<file path="config.mk">
export PLATFORM = sky130hd
export DESIGN_NAME = frame_scheduler
export DESIGN_NICKNAME = d
export VERILOG_FILES = /design/src/rtl/frame_scheduler.sv
export SDC_FILE = /design/constraint.sdc
export NUM_CORES = 1
export LEC_CHECK = 0
export CORE_UTILIZATION = 60
export CTS_CLUSTER_SIZE = 12
export DETAILED_ROUTE_END_ITERATION = 7
export HOLD_SLACK_MARGIN = 0.06
export PLACE_DENSITY = 0.86
export SETUP_SLACK_MARGIN = 0.5
export SLEW_MARGIN = 20
export SYNTH_ARGS = -nofsm -noshare
export SYNTH_HDL_FRONTEND = slang
export SYNTH_SLANG_ARGS = --single-unit
</file>
<file path="constraint.sdc">
create_clock -name clk -period 7.22 [get_ports clk]
set_input_delay 1.444 -clock clk [delete_from_list [all_inputs] [get_ports clk]]
set_output_delay 1.444 -clock clk [all_outputs]
set_load 0.01 [all_outputs]
</file>
<file path="src/rtl/frame_scheduler.sv">
// Game sequencer for the runner core: turns frame strobes and player input into
// per-frame update/start/game_rst pulses and keeps timer, speed and distance.
module frame_scheduler #(
    parameter int INIT_SPEED     = 6144,
    parameter int MAX_SPEED      = 13312,
    parameter int ACCEL          = 1,
    parameter int CLEAR_FRAMES   = 180,
    parameter int RESTART_FRAMES = 45,
    parameter int UPDATE_GAP     = 4
) (
    input  logic        clk,
    input  logic        rst,
    input  logic        frame_tick,
    input  logic        tick_ms,
    input  logic        jump,
    input  logic        crash,
    output logic        update,
    output logic [5:0]  timer,
    output logic        start,
    output logic        game_rst,
    output logic [14:0] speed,
    output logic        has_obstacles,
    output logic [25:0] distance,
    output logic        running
);

    localparam int GAP_W = (UPDATE_GAP > 2) ? $clog2(UPDATE_GAP) : 1;
    localparam int CLR_W = (CLEAR_FRAMES > 0) ? $clog2(CLEAR_FRAMES + 1) : 1;
    localparam int LCK_W = (RESTART_FRAMES > 0) ? $clog2(RESTART_FRAMES + 1) : 1;

    localparam logic [14:0]      INIT_S   = 15'(INIT_SPEED);
    localparam logic [14:0]      MAX_S    = 15'(MAX_SPEED);
    localparam logic [GAP_W-1:0] GAP_LOAD = GAP_W'(UPDATE_GAP - 1);
    localparam logic [CLR_W-1:0] CLR_MAX  = CLR_W'(CLEAR_FRAMES);
    localparam logic [LCK_W-1:0] LCK_MAX  = LCK_W'(RESTART_FRAMES);

    typedef enum logic [1:0] {
        S_IDLE,
        S_RUNNING,
        S_CRASHED,
        S_RESTART
    } state_t;

    state_t            r_state;
    state_t            w_state_nxt;
    logic              w_issue;
    logic              w_start_nxt;
    logic              w_game_rst_nxt;
    logic              w_reinit;
    logic [15:0]       w_speed_sum;
    logic [14:0]       w_speed_inc;

    logic              r_update;
    logic              r_start;
    logic              r_game_rst;
    logic              r_pending;
    logic [GAP_W-1:0]  r_gap_cnt;
    logic [5:0]        r_ms_cnt;
    logic [5:0]        r_timer;
    logic [14:0]       r_speed;
    logic [25:0]       r_distance;
    logic [CLR_W-1:0]  r_clear_cnt;
    logic [LCK_W-1:0]  r_lock_cnt;

    // NOTE: every signal driven here gets a default first, so no path leaves it unassigned (no latch).
    always_comb begin
        w_state_nxt    = r_state;
        w_issue        = 1'b0;
        w_start_nxt    = 1'b0;
        w_game_rst_nxt = 1'b0;
        w_reinit       = 1'b0;
        case (r_state)
            S_IDLE: begin
                if (jump) begin
                    w_state_nxt = S_RUNNING;
                    w_start_nxt = 1'b1;
                    w_reinit    = 1'b1;
                end
            end
            S_RUNNING: begin
                if (crash) begin
                    w_state_nxt = S_CRASHED;
                end else begin
                    w_issue = (frame_tick || r_pending) && (r_gap_cnt == '0);
                end
            end
            S_CRASHED: begin
                if (jump && (r_lock_cnt == LCK_MAX)) begin
                    w_state_nxt    = S_RESTART;
                    w_game_rst_nxt = 1'b1;
                end
            end
            S_RESTART: begin
                w_state_nxt = S_RUNNING;
                w_start_nxt = 1'b1;
                w_reinit    = 1'b1;
            end
            default: w_state_nxt = S_IDLE;
        endcase
    end

    // Saturating speed step; a speed already at or above the ceiling is held.
    always_comb begin
        w_speed_sum = {1'b0, r_speed} + 16'(ACCEL);
        if (r_speed >= MAX_S) begin
            w_speed_inc = r_speed;
        end else if (w_speed_sum > {1'b0, MAX_S}) begin
            w_speed_inc = MAX_S;
        end else begin
            w_speed_inc = w_speed_sum[14:0];
        end
    end

    // NOTE: sequential state uses non-blocking assignments so every register samples pre-edge values.
    always_ff @(posedge clk) begin
        if (rst) begin
            r_state     <= S_IDLE;
            r_update    <= 1'b0;
            r_start     <= 1'b0;
            r_game_rst  <= 1'b0;
            r_pending   <= 1'b0;
            r_gap_cnt   <= '0;
            r_ms_cnt    <= '0;
            r_timer     <= '0;
            r_speed     <= INIT_S;
            r_distance  <= '0;
            r_clear_cnt <= '0;
            r_lock_cnt  <= '0;
        end else begin
            r_state    <= w_state_nxt;
            r_update   <= w_issue;
            r_start    <= w_start_nxt;
            r_game_rst <= w_game_rst_nxt;
            r_pending  <= (r_state == S_RUNNING) && !crash && !w_issue
                          && (frame_tick || r_pending);

            if (w_reinit) begin
                r_gap_cnt <= '0;
            end else if (w_issue) begin
                r_gap_cnt <= GAP_LOAD;
            end else if (r_gap_cnt != '0) begin
                r_gap_cnt <= r_gap_cnt - 1'b1;
            end

            // A tick_ms coinciding with the update already belongs to the next interval.
            if (w_reinit) begin
                r_ms_cnt <= '0;
            end else if (w_issue) begin
                r_ms_cnt <= {5'd0, tick_ms};
            end else if ((r_state == S_RUNNING) && tick_ms && (r_ms_cnt != 6'd63)) begin
                r_ms_cnt <= r_ms_cnt + 6'd1;
            end

            if (w_issue) begin
                r_timer <= r_ms_cnt;
            end

            if (w_reinit) begin
                r_speed    <= INIT_S;
                r_distance <= '0;
            end else if (r_update) begin
                r_speed    <= w_speed_inc;
                r_distance <= r_distance + 26'(r_speed);
            end

            if (w_reinit) begin
                r_clear_cnt <= '0;
            end else if (w_issue && (r_clear_cnt != CLR_MAX)) begin
                r_clear_cnt <= r_clear_cnt + 1'b1;
            end

            if (w_reinit) begin
                r_lock_cnt <= '0;
            end else if ((r_state == S_CRASHED) && frame_tick && (r_lock_cnt != LCK_MAX)) begin
                r_lock_cnt <= r_lock_cnt + 1'b1;
            end
        end
    end

    assign update        = r_update;
    assign start         = r_start;
    assign game_rst      = r_game_rst;
    assign timer         = r_timer;
    assign speed         = r_speed;
    assign distance      = r_distance;
    assign has_obstacles = (r_clear_cnt == CLR_MAX);
    assign running       = (r_state == S_RUNNING);

endmodule
</file>
=== Word-level counts from Yosys, hierarchy flattened ===
Cells that the tools add are included.

* Logic and storage cells: 71
* Register bits after elaboration: 75
* Input port bits: 6
* Output and inout port bits: 52

* Reduce and logical (&&, ||, !) cells: 23
* Multiplexer cells: 14
* Bitwise gates (word level): 2
* Magnitude comparators: 2
* Equal/unequal tests: 11
* $add $sub $neg: 6

{| class="wikitable"
|+ Operators by type and width
! cell !! number
|-
| $add 26x15->26 || 1
|-
| $add 15x1->16 const B || 1
|-
| $gt 16x14->1 const B || 1
|-
| $ge 15x14->1 const B || 1
|-
| $mux 15 || 1
|-
| $add 6x1->6 const B || 2
|-
| $ne 6x6->1 const B || 2
|-
| $logic_and 1x1->1 || 10
|-
| $mux 2 || 5
|-
| $add 8x1->8 const B || 1
|-
| $eq 8x8->1 const B || 1
|-
| $ne 8x8->1 const B || 1
|-
| $pmux 2 s4 || 1
|-
| $eq 6x6->1 const B || 1
|-
| $mux 1 || 6
|-
| $ne 2x2->1 const B || 3
|-
| $reduce_bool 2->1 || 3
|-
| $eq 2x2->1 const B || 2
|-
| $logic_not 2->1 || 2
|-
| $reduce_or 2->1 || 2
|-
| $reduce_and 3->1 || 1
|-
| $reduce_or 3->1 || 1
|-
| $eq 2x1->1 const B || 1
|-
| $logic_not 1->1 || 2
|-
| other kinds (5) || 6
|}

=== Depth between registers and ports, before layout ===
* Depth in word-level cells: 7
* Depth in mapped cells: 10

=== Worst setup path after synthesis ===
Ideal clock, no wire load.

* Path type: input to register
* Start point: input port crash
* End point: register r_clear_cnt[7]
* Slack: 4.460 ns
* Stages on the path: 7
* Buffers on the path: 0
* Arrival: 2.632 ns
* Data required time: 7.092 ns
* Cells stage by stage: nor2b_1 o211ai_1 nor2_1 nor4b_1 nand4_1 xor2_1 nor2_1

* Cells in the longest elaborated chain, start to end: 3

{| class="wikitable"
|+ Ends and longest elaborated chain
! item !! RTL line !! text
|-
| from (decl) || 16 || <nowiki>input logic crash,</nowiki>
|-
| $mux 1 || 81 || <nowiki>if (crash) begin</nowiki>
|-
| $mux 1 || 72 || <nowiki>case (r_state)</nowiki>
|-
| $logic_and 1x1->1 || 168 || <nowiki>end else if (w_issue && (r_clear_cnt != CLR_MAX)) begin</nowiki>
|-
| to (signal assigned) || 169 || <nowiki>r_clear_cnt <= r_clear_cnt + 1'b1;</nowiki>
|-
| to (decl) || 62 || <nowiki>logic [CLR_W-1:0] r_clear_cnt;</nowiki>
|}

No other way between the ends.
A chain may end at the register's enable or synchronous reset.

=== Worst setup path in the final report ===
* Start point: register r_clear_cnt[0]
* End point: output port has_obstacles

* Cells in the longest elaborated chain, start to end: 1

{| class="wikitable"
|+ Ends and longest elaborated chain
! item !! RTL line !! text
|-
| $eq 8x8->1 || 186 || <nowiki>assign has_obstacles = (r_clear_cnt == CLR_MAX);</nowiki>
|-
| to (decl) || 22 || <nowiki>output logic has_obstacles,</nowiki>
|}

No other way between the ends.

==> metrics.cfg <==
[status]
status=completed

[hold_path]
min_to=r_lock_cnt[5]
worstHoldPathCells=2
hp-start=r_lock_cnt[5]
min_path_type=reg -> reg

[floorplan]
fp.dieW_um=86.0
core_area_sq_mm=0.00679
dieArea_sq_mm=0.00740
io_pins=58
row_count=30
start_util=0.624
die_h_um=86.0

[placed_design]
placed_cell_area_sq_mm=0.00482
place_congestion=0.864
io_buffer_count=57
placed_cells=644
hpwl_um=6780

[job]
cap_violations=0

[routing]
vias=3873
finalWirelength_um=9660
dr.pass1.iters=5
drtAntennaViolNets=0
route.detailed.drc=0
via_per_inst=5.87
drt_first_iter_violations=177
wl_per_cell_um=14.6

[pwr]
static-leakage-power_nw=1.93
ir_drop_mv=0.214
combPwrFrac=0.206
p_sw_frac=0.295
seqPwrFrac=0.429
p_per_area_mw_per_mm2=213
p_int_mw=0.759
switchingPower_mw=0.318
p_clk_frac=0.365

[sta]
finClkSkew_ps=10.3
finalHoldViolCount=0
setup_viol=0
fin_crit_sh=0.485
period_needed_ps=3500
rsz0062_at_grt=no
drv_slew=0
relSlewSlack=0.385
fmax_mhz=285
tightest_slew_ps=923
fin_tns_setup_ps=0

[worst_setup_path]
start_kind=register
r2r_cells=10
crit_type=reg -> out
crit_arrival_ps=2060
cp_max_fo=4
r2r_start=speed[0]
r2r_slack_ps=4390
crit_required_ps=5780
end_kind=output pin
r2r_end=distance[20]

[synthesis]
ys_seq_area_frac=0.354
synth_flop_cell=dfxtp_1
synth_most_common_cell=dfxtp_1
synth_seq_cells=75
yosys.cell_types.count=57
synth_edf_count=0
synth_top_area_share=0.354
ys_async_sr_fraction=0
ys.warnings.count=0
syn_area_per_cell_sq_um=8.23
synthesis.nets=551
synthCells=515
synth_commonest_cells=dfxtp_1, nand2_1, nor2_1
synthesis.area_sq_mm=0.00424
yosysTopAreaCell=dfxtp_1
synth_area_leaders=dfxtp_1, ha_1, nand2_1, nor2_1, a21oi_1

[finish]
drive_gt1_frac=0.0408
syn2layout_area_growth_pct=19.5
fin_util=0.745
nNetsFinal=595
antenna_cells=0
final_cells=660
postLayoutCellArea_sq_mm=0.00506

[global_route]
grt_max_degree=50
grt_first_pass_wirelength_um=15800
first_global_vias=3622
antenna_found_initial=0
grt_remaining_overflow=0
grtUsageTotal=0.268

[cts]
insertion_delay_ps=350
cts_resized=0
clockRootBuffer=clkbuf_8
post_cts_buffers=0
path_clk_slew_ps=80
cts_made_buffers=9
clock-sinks=75
postCtsHoldBufs=0
cts_buffer_depth=2
h-tree-depth=3
cts_tree=built

[layer usage]
layer	part of all wire	wire [um]	vias to the layer above	global-route usage
met5	0	0	-	0
met4	0.016	155	0	0.127
met3	0.048	462	14	0.0481
met2	0.51	4880	103	0.482
met1	0.43	4160	1812	0.307
li1	-	-	1944	-
[power by group through the flow]
stage	clock network, mW	registers (mW)	logic (mW)
finish	0.393	0.462	0.222
global route	0.412	0.466	0.242
CTS	0.396	0.461	0.223
detailed placement	0	0.471	0.219
global placement	0	0.470	0.208
floorplan	0	0.467	0.156
[worst max-delay path by stage]
stage / start / to / slack, ps / depth (start not counted)
floorplan: crash / r_clear_cnt[7] / 4460 / 7
global placement: rst / distance[21] / 3600 / 4
detailed placement: rst / distance[17] / 3540 / 4
CTS: r_clear_cnt[0] / has_obstacles / 3690 / 5
global route: r_clear_cnt[0] / has_obstacles / 3600 / 5
finish: r_clear_cnt[0] / has_obstacles / 3720 / 5
[cells in the final DEF (no fill, tap or decap), types with 4 or more instances in the layout]
cell type and instances:
nor4_1 4, clkdlybuf4s50_1 57, nand4_1 14, a31oi_1 10
a211oi_1 7, nand3_1 23, xor2_1 16, a21o_1 6
nor2_1 51, mux2i_1 17, and3_1 12, nor2b_1 4
or4_1 5, o21ai_0 17, nor3_1 16, o211ai_1 9
nand2_1 53, xnor2_1 12, a21oi_1 36, dfxtp_1 75
or3_1 11, clkbuf_8 10, ha_1 29, inv_1 20
[logic make-up after synthesis]
logic type,share of synthesized area
xor gates and xnor gates,0.0579
AOI/OAI and AO/OA,0.166
buffers and inverters,0.0466
and+or+nand+nor,0.245
muxes,0.0402
DFF,0.354
adders and majority gates,0.0903
[registers in the layout, summed over array words and instances (netlist names)]
signal and count:
r_pending 1, timer 6, start 1, game_rst 1, speed 15, distance 26
r_gap_cnt 2, r_lock_cnt 6, update 1, r_ms_cnt 6, r_clear_cnt 8, r_state 2
[critical path, stage by stage, from the launching register on]
cell	delay (ps)
dfxtp_1	350
inv_1	90
ha_1	140
nand4_1	90
nor4b_1	410
clkdlybuf4s50_1	620
[cell type report]
| type | count | area (sq um) |
|---|---|---|
| tap | 96 | 120 |
| fill | 530 | 1730 |
| clock buffer | 11 | 141 |
| multi-input combinational | 394 | 2540 |
| sequential | 75 | 1500 |
| inverter | 20 | 75.1 |
| timing repair buffer | 59 | 586 |
| clock inverter | 5 | 100 |
[stage by stage]
step / setup slack [ps] / hold slack, ps / power [mW]
after floorplan: 4460 / 458 / 0.624
after detailed placement: 3540 / 488 / 0.690
final: 3720 / 503 / 1.08
after global routing: 3600 / 530 / 1.12
after global placement: 3600 / 472 / 0.678
after CTS: 3690 / 501 / 1.08
(Power assumes the default switching activity.)
